<file path="src/rtl/avr_serial_tx.sv">
// avr_serial_tx
//   Buffered UART transmitter for the FPGA -> AVR serial line. Bytes pushed
//   by user logic are queued in a small FIFO and serialised 8N1, LSB first.
//   A new frame is only started while the AVR's "Rx buffer full" input
//   (block) is low; a frame already on the wire always runs to completion.
//
//   Optional feature: define AVR_SERIAL_TX_PARITY_EN to insert an even-parity
//   bit after the data bits (8E1 framing, 11 bit times per frame).
//
// Ports
//   clk       system clock
//   rst       asynchronous active-high reset
//   data      byte to send
//   new_data  write strobe (accepted when full=0, or when a pop frees a slot)
//   block     AVR Rx buffer full, asynchronous; 1 = hold new frames
//   tx        serial line to the AVR, idles high (flop output)
//   full      FIFO holds FIFO_DEPTH bytes
//   busy      frame in progress or FIFO non-empty
//   overflow  one-cycle pulse after a write was dropped because FIFO was full
//
// Parameters
//   CLK_PER_BIT  clk cycles per bit (>= 2)
//   FIFO_DEPTH   FIFO entries (power of two, >= 2)

module avr_serial_tx #(
  parameter int unsigned CLK_PER_BIT = 100,
  parameter int unsigned FIFO_DEPTH  = 4
) (
  input  logic       clk,
  input  logic       rst,
  input  logic [7:0] data,
  input  logic       new_data,
  input  logic       block,
  output logic       tx,
  output logic       full,
  output logic       busy,
  output logic       overflow
);

  localparam int unsigned CNT_W = $clog2(CLK_PER_BIT);
  localparam int unsigned PTR_W = $clog2(FIFO_DEPTH);
  localparam logic [CNT_W-1:0] CNT_LAST = CNT_W'(CLK_PER_BIT - 1);
  localparam logic [PTR_W:0]   DEPTH_C  = FIFO_DEPTH[PTR_W:0];

  typedef enum logic [2:0] {
    IDLE,
    START,
    DATA,
`ifdef AVR_SERIAL_TX_PARITY_EN
    PARITY,
`endif
    STOP
  } state_t;

  // block synchroniser (resets to "blocked")
  logic block_meta_q, block_s_q;

  // FIFO
  logic [7:0]     mem_q [FIFO_DEPTH];
  logic [PTR_W-1:0] wr_ptr_q, wr_ptr_d;
  logic [PTR_W-1:0] rd_ptr_q, rd_ptr_d;
  logic [PTR_W:0]   count_q, count_d;
  logic             push, pop;

  // serialiser
  state_t           state_q, state_d;
  logic [CNT_W-1:0] cnt_q, cnt_d;
  logic [2:0]       bit_q, bit_d;
  logic [7:0]       shift_q, shift_d;
  logic             tx_q, tx_d;
`ifdef AVR_SERIAL_TX_PARITY_EN
  logic             parity_q, parity_d;
`endif

  // registered status outputs
  logic full_q, busy_q, overflow_q;
  logic full_d, busy_d, overflow_d;

  always_ff @(posedge clk or posedge rst) begin
    if (rst) begin
      block_meta_q <= 1'b1;
      block_s_q    <= 1'b1;
    end else begin
      block_meta_q <= block;
      block_s_q    <= block_meta_q;
    end
  end

  // Next-state logic for FSM, FIFO bookkeeping and status flags
  always_comb begin
    state_d  = state_q;
    cnt_d    = cnt_q;
    bit_d    = bit_q;
    shift_d  = shift_q;
    tx_d     = tx_q;
    pop      = 1'b0;
`ifdef AVR_SERIAL_TX_PARITY_EN
    parity_d = parity_q;
`endif

    unique case (state_q)
      IDLE: begin
        tx_d  = 1'b1;
        cnt_d = '0;
        if ((count_q != '0) && !block_s_q) begin
          pop      = 1'b1;
          shift_d  = mem_q[rd_ptr_q];
`ifdef AVR_SERIAL_TX_PARITY_EN
          parity_d = ^mem_q[rd_ptr_q];
`endif
          tx_d     = 1'b0;
          state_d  = START;
        end
      end
      START: begin
        if (cnt_q == CNT_LAST) begin
          cnt_d   = '0;
          bit_d   = '0;
          tx_d    = shift_q[0];
          state_d = DATA;
        end else begin
          cnt_d = cnt_q + 1'b1;
        end
      end
      DATA: begin
        if (cnt_q == CNT_LAST) begin
          cnt_d = '0;
          if (bit_q == 3'd7) begin
`ifdef AVR_SERIAL_TX_PARITY_EN
            tx_d    = parity_q;
            state_d = PARITY;
`else
            tx_d    = 1'b1;
            state_d = STOP;
`endif
          end else begin
            // tx is registered, so load the next bit while shifting
            bit_d   = bit_q + 3'd1;
            shift_d = {1'b0, shift_q[7:1]};
            tx_d    = shift_q[1];
          end
        end else begin
          cnt_d = cnt_q + 1'b1;
        end
      end
`ifdef AVR_SERIAL_TX_PARITY_EN
      PARITY: begin
        if (cnt_q == CNT_LAST) begin
          cnt_d   = '0;
          tx_d    = 1'b1;
          state_d = STOP;
        end else begin
          cnt_d = cnt_q + 1'b1;
        end
      end
`endif
      STOP: begin
        tx_d = 1'b1;
        if (cnt_q == CNT_LAST) begin
          cnt_d   = '0;
          state_d = IDLE;
        end else begin
          cnt_d = cnt_q + 1'b1;
        end
      end
      default: begin
        tx_d    = 1'b1;
        cnt_d   = '0;
        state_d = IDLE;
      end
    endcase

    // A pop in the same cycle frees a slot, so a write while full is taken
    push       = new_data && (!full_q || pop);
    overflow_d = new_data && full_q && !pop;

    wr_ptr_d = push ? wr_ptr_q + 1'b1 : wr_ptr_q;
    rd_ptr_d = pop  ? rd_ptr_q + 1'b1 : rd_ptr_q;

    unique case ({push, pop})
      2'b10:   count_d = count_q + 1'b1;
      2'b01:   count_d = count_q - 1'b1;
      default: count_d = count_q;
    endcase

    // Flags are computed from next state so the outputs are plain flops
    full_d = (count_d == DEPTH_C);
    busy_d = (state_d != IDLE) || (count_d != '0);
  end

  always_ff @(posedge clk) begin
    if (push) begin
      mem_q[wr_ptr_q] <= data;
    end
  end

  always_ff @(posedge clk or posedge rst) begin
    if (rst) begin
      wr_ptr_q   <= '0;
      rd_ptr_q   <= '0;
      count_q    <= '0;
      state_q    <= IDLE;
      cnt_q      <= '0;
      bit_q      <= '0;
      shift_q    <= '0;
      tx_q       <= 1'b1;
      full_q     <= 1'b0;
      busy_q     <= 1'b0;
      overflow_q <= 1'b0;
`ifdef AVR_SERIAL_TX_PARITY_EN
      parity_q   <= 1'b0;
`endif
    end else begin
      wr_ptr_q   <= wr_ptr_d;
      rd_ptr_q   <= rd_ptr_d;
      count_q    <= count_d;
      state_q    <= state_d;
      cnt_q      <= cnt_d;
      bit_q      <= bit_d;
      shift_q    <= shift_d;
      tx_q       <= tx_d;
      full_q     <= full_d;
      busy_q     <= busy_d;
      overflow_q <= overflow_d;
`ifdef AVR_SERIAL_TX_PARITY_EN
      parity_q   <= parity_d;
`endif
    end
  end

  assign tx       = tx_q;
  assign full     = full_q;
  assign busy     = busy_q;
  assign overflow = overflow_q;

endmodule

</file>
<file path="config.mk">
export PLATFORM = sky130hd
export DESIGN_NAME = avr_serial_tx
export DESIGN_NICKNAME = d
export VERILOG_FILES = /design/src/rtl/avr_serial_tx.sv
export SDC_FILE = /design/constraint.sdc
export NUM_CORES = 1
export LEC_CHECK = 0
export BUFFER_PORTS_ARGS = -buffer_cell sky130_fd_sc_hd__buf_2
export CAP_MARGIN = 15
export CELL_PAD_IN_SITES_DETAIL_PLACEMENT = 0
export CELL_PAD_IN_SITES_GLOBAL_PLACEMENT = 1
export CORE_ASPECT_RATIO = 1.25
export CORE_UTILIZATION = 50
export CTS_CLUSTER_SIZE = 24
export DETAILED_ROUTE_END_ITERATION = 7
export GPL_ROUTABILITY_DRIVEN = 0
export HOLD_SLACK_MARGIN = 0.03
export PLACE_DENSITY = 0.81
export SLEW_MARGIN = 0
export SYNTH_ARGS = -nofsm -noshare
export SYNTH_HDL_FRONTEND = slang
export SYNTH_SLANG_ARGS = --single-unit
</file>
<file path="constraint.sdc">
create_clock -name clk -period 3.3 [get_ports clk]
set_input_delay 0.33 -clock clk [delete_from_list [all_inputs] [get_ports clk]]
set_output_delay 0.33 -clock clk [all_outputs]
set_load 0.005 [all_outputs]
</file>
Word-level counts from Yosys, hierarchy flattened --
Memory sizes are Yosys's and may differ from the RTL's. Cells that the tools add are included.
Storage, ports and cells: register bits 34, output and inout bits 4, word-level logic and storage cells 77, memories 1, RAM bits 32
Memories:
- mem_q | depth 4, width 8, rd ports 1, clocked after Yosys merged registers in 0, write ports 1, line 59 | logic [7:0] mem_q [FIFO_DEPTH];
Operators by class: eq/ne operators 12, reduce and logical (&&, ||, !) cells 19, multiplexer cells 26, add/sub/neg operators 6
Operators with widths (count):
- two-way mux 3 bit | 8
- two-way mux 8 bit | 3
- case mux 8 bit (2 select lines) | 1
- two-way mux 7 bit | 2
- case mux 3 bit (2 select lines) | 2
- case mux 3 bit (4 select lines) | 1
- nonzero test 3 bit | 3
- two-way mux 1 bit | 8
- inequality test 2 bit, second input constant | 4
- AND reduction 4 bit | 2
- adder 7 x 1 -> 7 bit, second input constant | 1
- equality test 7 bit, second input constant | 1
- adder 3 x 1 -> 3 bit, second input constant | 2
- equality test 3 x 2 -> 1 bit, second input constant | 2
- equality test 3 bit, second input constant | 2
- adder 2 x 1 -> 2 bit, second input constant | 2
- logical AND 1 bit | 4
- nonzero test 2 bit | 2
- equality test 3 x 1 -> 1 bit, second input constant | 1
- zero test 1 bit | 3
- zero test 3 bit | 1
- case mux 1 bit (3 select lines) | 1
- OR reduction 3 bit | 1
- subtractor 3 x 1 -> 3 bit, second input constant | 1
- other kinds (4) | 5

Logic depth before layout (Yosys ltp) --
depth in word-level cells 10, gate-level depth with buffers 11, gate-level depth less buffers 10

Worst setup path before layout --
Ideal clock, no wire load.
path kind register -> register, start register state_q[0], end register busy_q, in the netlist busy, path slack 0.753 ns, setup time 0.149 ns, stages on the path, launching flop included 12, path buffers 1, data arrival time 2.399 ns, cells stage by stage dfrtp_1 clkbuf_1 nor4_1 o31ai_1 a21boi_2 inv_1 ha_1 fa_1 xnor2_1 nor2_1 xnor2_1 o2111ai_1
On the way: cells in the longest elaborated chain, start to end 8
Ends and longest elaborated chain:
- start: declaration | line 66 | state_t state_q, state_d;
- start signal: assignment | line 217 | state_q <= state_d;
- zero test 3 bit | line 101 | unique case (state_q)
- two-way mux 1 bit | line 101
- logical OR 1 bit | line 174 | push = new_data && (!full_q || pop);
- logical AND 1 bit | line 174
- equality test 2 x 1 -> 1 bit / equality test 2 bit (equally long branches) | line 180 | unique case ({push, pop})
- case mux 3 bit (2 select lines) | line 180
- nonzero test 3 bit | line 188 | busy_d = (state_d != IDLE) || (count_d != '0);
- logical OR 1 bit * | line 188
- via busy_d | line 77 | logic full_d, busy_d, overflow_d;
- end signal: assignment | line 223 | busy_q <= busy_d;
- end: declaration | line 76 | logic full_q, busy_q, overflow_q;
Mark *: on every way through the listed nets, which the timed path passes. The rest lies on a longest branch. A chain may end at the register's enable or synchronous reset.

Worst setup path after layout --
Same ends and word-level chain as after synthesis.

==> flow_summary.ini <==
[logic_synthesis]
postSynthCellCount = 180
synth_edf_count = 32
synth_warnings = 0
synth-xor-area-share_pct = 4.144
synth-seq-cells = 66
yosys.area_share.simple_pct = 8.333
syn-cell-area_sq_um = 2748
synth_nets = 201
synthMuxAreaShare_pct = 8.288
seq_area_frac_synth_pct = 66.07
netlist.top_cell.by_area = edfxtp_1
synth_compound_area_share_pct = 6.694
synth.top_cell.area_share_pct = 34.97
syn_area_per_cell_sq_um = 15.26
yosys-top-cells-count = edfxtp_1 (32), dfrtp_1 (31), nor2_1 (13)
synthArstFlopShare_pct = 51.52
synth_top_cells_by_area = edfxtp_1 (35%), dfrtp_1 (28%), mux4_2 (6.6%)
synth_cell_types = 40
yosysMostFrequentCell = edfxtp_1
synth_top_family_by_area = simple AND/OR/NAND/NOR gates
synthAdderAreaFrac_pct = 4.372
synth_ff_type = edfxtp_1

[layout]
seq_area_sq_um = 1815
drive_above_1_share_pct = 24.15
design_area_sq_um = 3087
fillCellCount = 404
diodes = 0
multiInputGateArea_sq_um = 878.3
fin_nets = 223
area_delta_synth_final_pct = 12.34
final_util_pct = 59.49

[sta]
tns_ps = 0
rsz0062_at_grt = false
max_freq_ghz = 0.3579
finalSetupViolCount = 0
setup_ws_ps = 506.0
worst_pin_slew_ps = 582.0
slew_viol_final = 0
period_share_pct = 84.67
final_hold_viol_count = 0
max_slew_margin_pct = 61.20
fin_worst_skew_ps = 8.145
fin_crit_ps = 2794

[status]
status = finished, final reports clean

[power_and_ir_drop]
vdd_ir_drop_max_mv = 0.4531
p_leak_nw = 1.231
p_per_area_nw_per_um2 = 759.0
power.total_w = 0.002343

[grt]
antenna_found_initial = 0
grt_pass1_vias = 1594
grt_max_degree = 35
grt_usage_pct = 18.09
grt_pass1_wl_microns = 7383
grt_overflow = 0

[setup_path]
critPathMaxFanout = 9
start_kind = register
crit_required_ps = 3490
crit_type = reg -> reg
arrival_ps = 2980
endpoint_kind = register

[floorplan]
start_util_pct = 52.95
num_rows = 29
io_pins = 16
dieArea_sq_um = 5798
fp.dieW_microns = 68.31
die_height_microns = 84.88
fp.coreArea_sq_um = 5189

[placed_design]
dp_hpwl_microns = 3111
pre_cts_ws_ps = 564.2
io_buffers = 15
dpl-instance-area_sq_um = 2892

[route]
ant_nets = 0
first_pass_iters = 4
drtIter0Drc = 75
wl_per_cell_microns = 16.19
drc = 0
vias = 1485
vias_per_cell = 5.520
wl_microns = 4356

[job]
max_cap_violations = 0

[clock_network]
ctsHtreeMaxLevel = 3
clock_path_buffers = 2
cts.sinks = 66
clkTransAtPathRegs_ps = 70
cts_tree = done
worstSkewPairLatency_ps = 340
post_cts_buffers = 0
cts-buffers-inserted = 9
cts_hold_buf = 0
post_cts_resize_count = 0
cts-root-buf = clkbuf_8

[hold_path]
hp-class = in -> async
[layer usage]
metal	share of wire, %	wire, microns	GRT usage, %
met1	43	1873	21.91
met2	52	2256	28.88
met3	3.4	147	5.645
met4	1.8	78	8.523
met5	0	0	0
[metrics by stage]
stage / hold WS (ps) / instances
floorplan: 334.5 / 180
global placement: 351.7 / 253
detailed placement: 347.2 / 253
CTS: 81.07 / 269
global route: 84.07 / 269
finish: 66.76 / 269
[flip-flops by register name (all words and copies together) (netlist names)]
register and count:
bit_q 3, block_meta_q 1, block_s_q 1, busy 1
cnt_q 7, count_q 3, full 1, mem_q 32
overflow 1, rd_ptr_q 2, shift_q 8, state_q 3
tx 1, wr_ptr_q 2
[cell usage in the layout (no fill, tap or decap), drive strengths merged, types with 2 or more instances in the layout]
master and instances:
o21ai 2, clkinvlp 5, xnor2 11, mux4 8
clkbuf 10, edfxtp 32, inv 8, dfrtp 31
and2 4, buf 17, o22a 7, nand2 7
and3 6, ha 8, dfstp 3, nor2 13
nand3 4, mux2 3, xor2 2, o21a 7
[power by group]
| group | internal, W | leakage [nW] | switching, W |
|---|---|---|---|
| clock network | 0.000348 | 0.0808 | 0.000302 |
| logic | 0.000262 | 0.440 | 0.000220 |
| registers | 0.00106 | 0.710 | 0.000151 |
| total | 0.00167 | 1.23 | 0.000672 |
[cell families (layout without fill, tap and decap cells)]
group / Yosys count / count (layout)
DFF: 66 / 66
muxes: 12 / 12
AOI/OAI and AO/OA: 23 / 23
xor gates and xnor gates: 13 / 13
buffers and inverters: 14 / 41
and+or+nand+nor: 42 / 42
adders and majority gates: 9 / 9
other: 1 / 1
[layout make-up]
| class | instances | share of cell area, % |
|---|---|---|
| clock inverters | 6 | 2.189 |
| clock buffers | 10 | 4.135 |
| multi-input cells | 100 | 28.46 |
| inverters | 8 | 0.9728 |
| well taps | 62 | 2.513 |
| flip-flops and latches | 66 | 58.82 |
| repair buffers | 17 | 2.919 |
[worst paths after layout]
path	to	start	cells after the start	slack, ps
max in group asynchronous	block_meta_q	rst	3	2890
worst min register to register	block_s_q	block_meta_q	0	350
worst max register to register	busy	state_q[0]	10	510
min in group clk	block_meta_q	block	1	100
worst max-delay path	busy	state_q[0]	10	510
worst min-delay path	cnt_q[3]	rst	3	70
[worst max-delay path, cell delays in order (launching register included)]
cell and delay, ps:
dfrtp_1 470, nor4_1 330, o31ai_1 190, a21boi_2 310, inv_1 80, ha_1 240
fa_1 380, xnor2_1 160, nor2_1 60, xnor2_1 250, o2111ai_1 160
(Power assumes the default switching activity.)
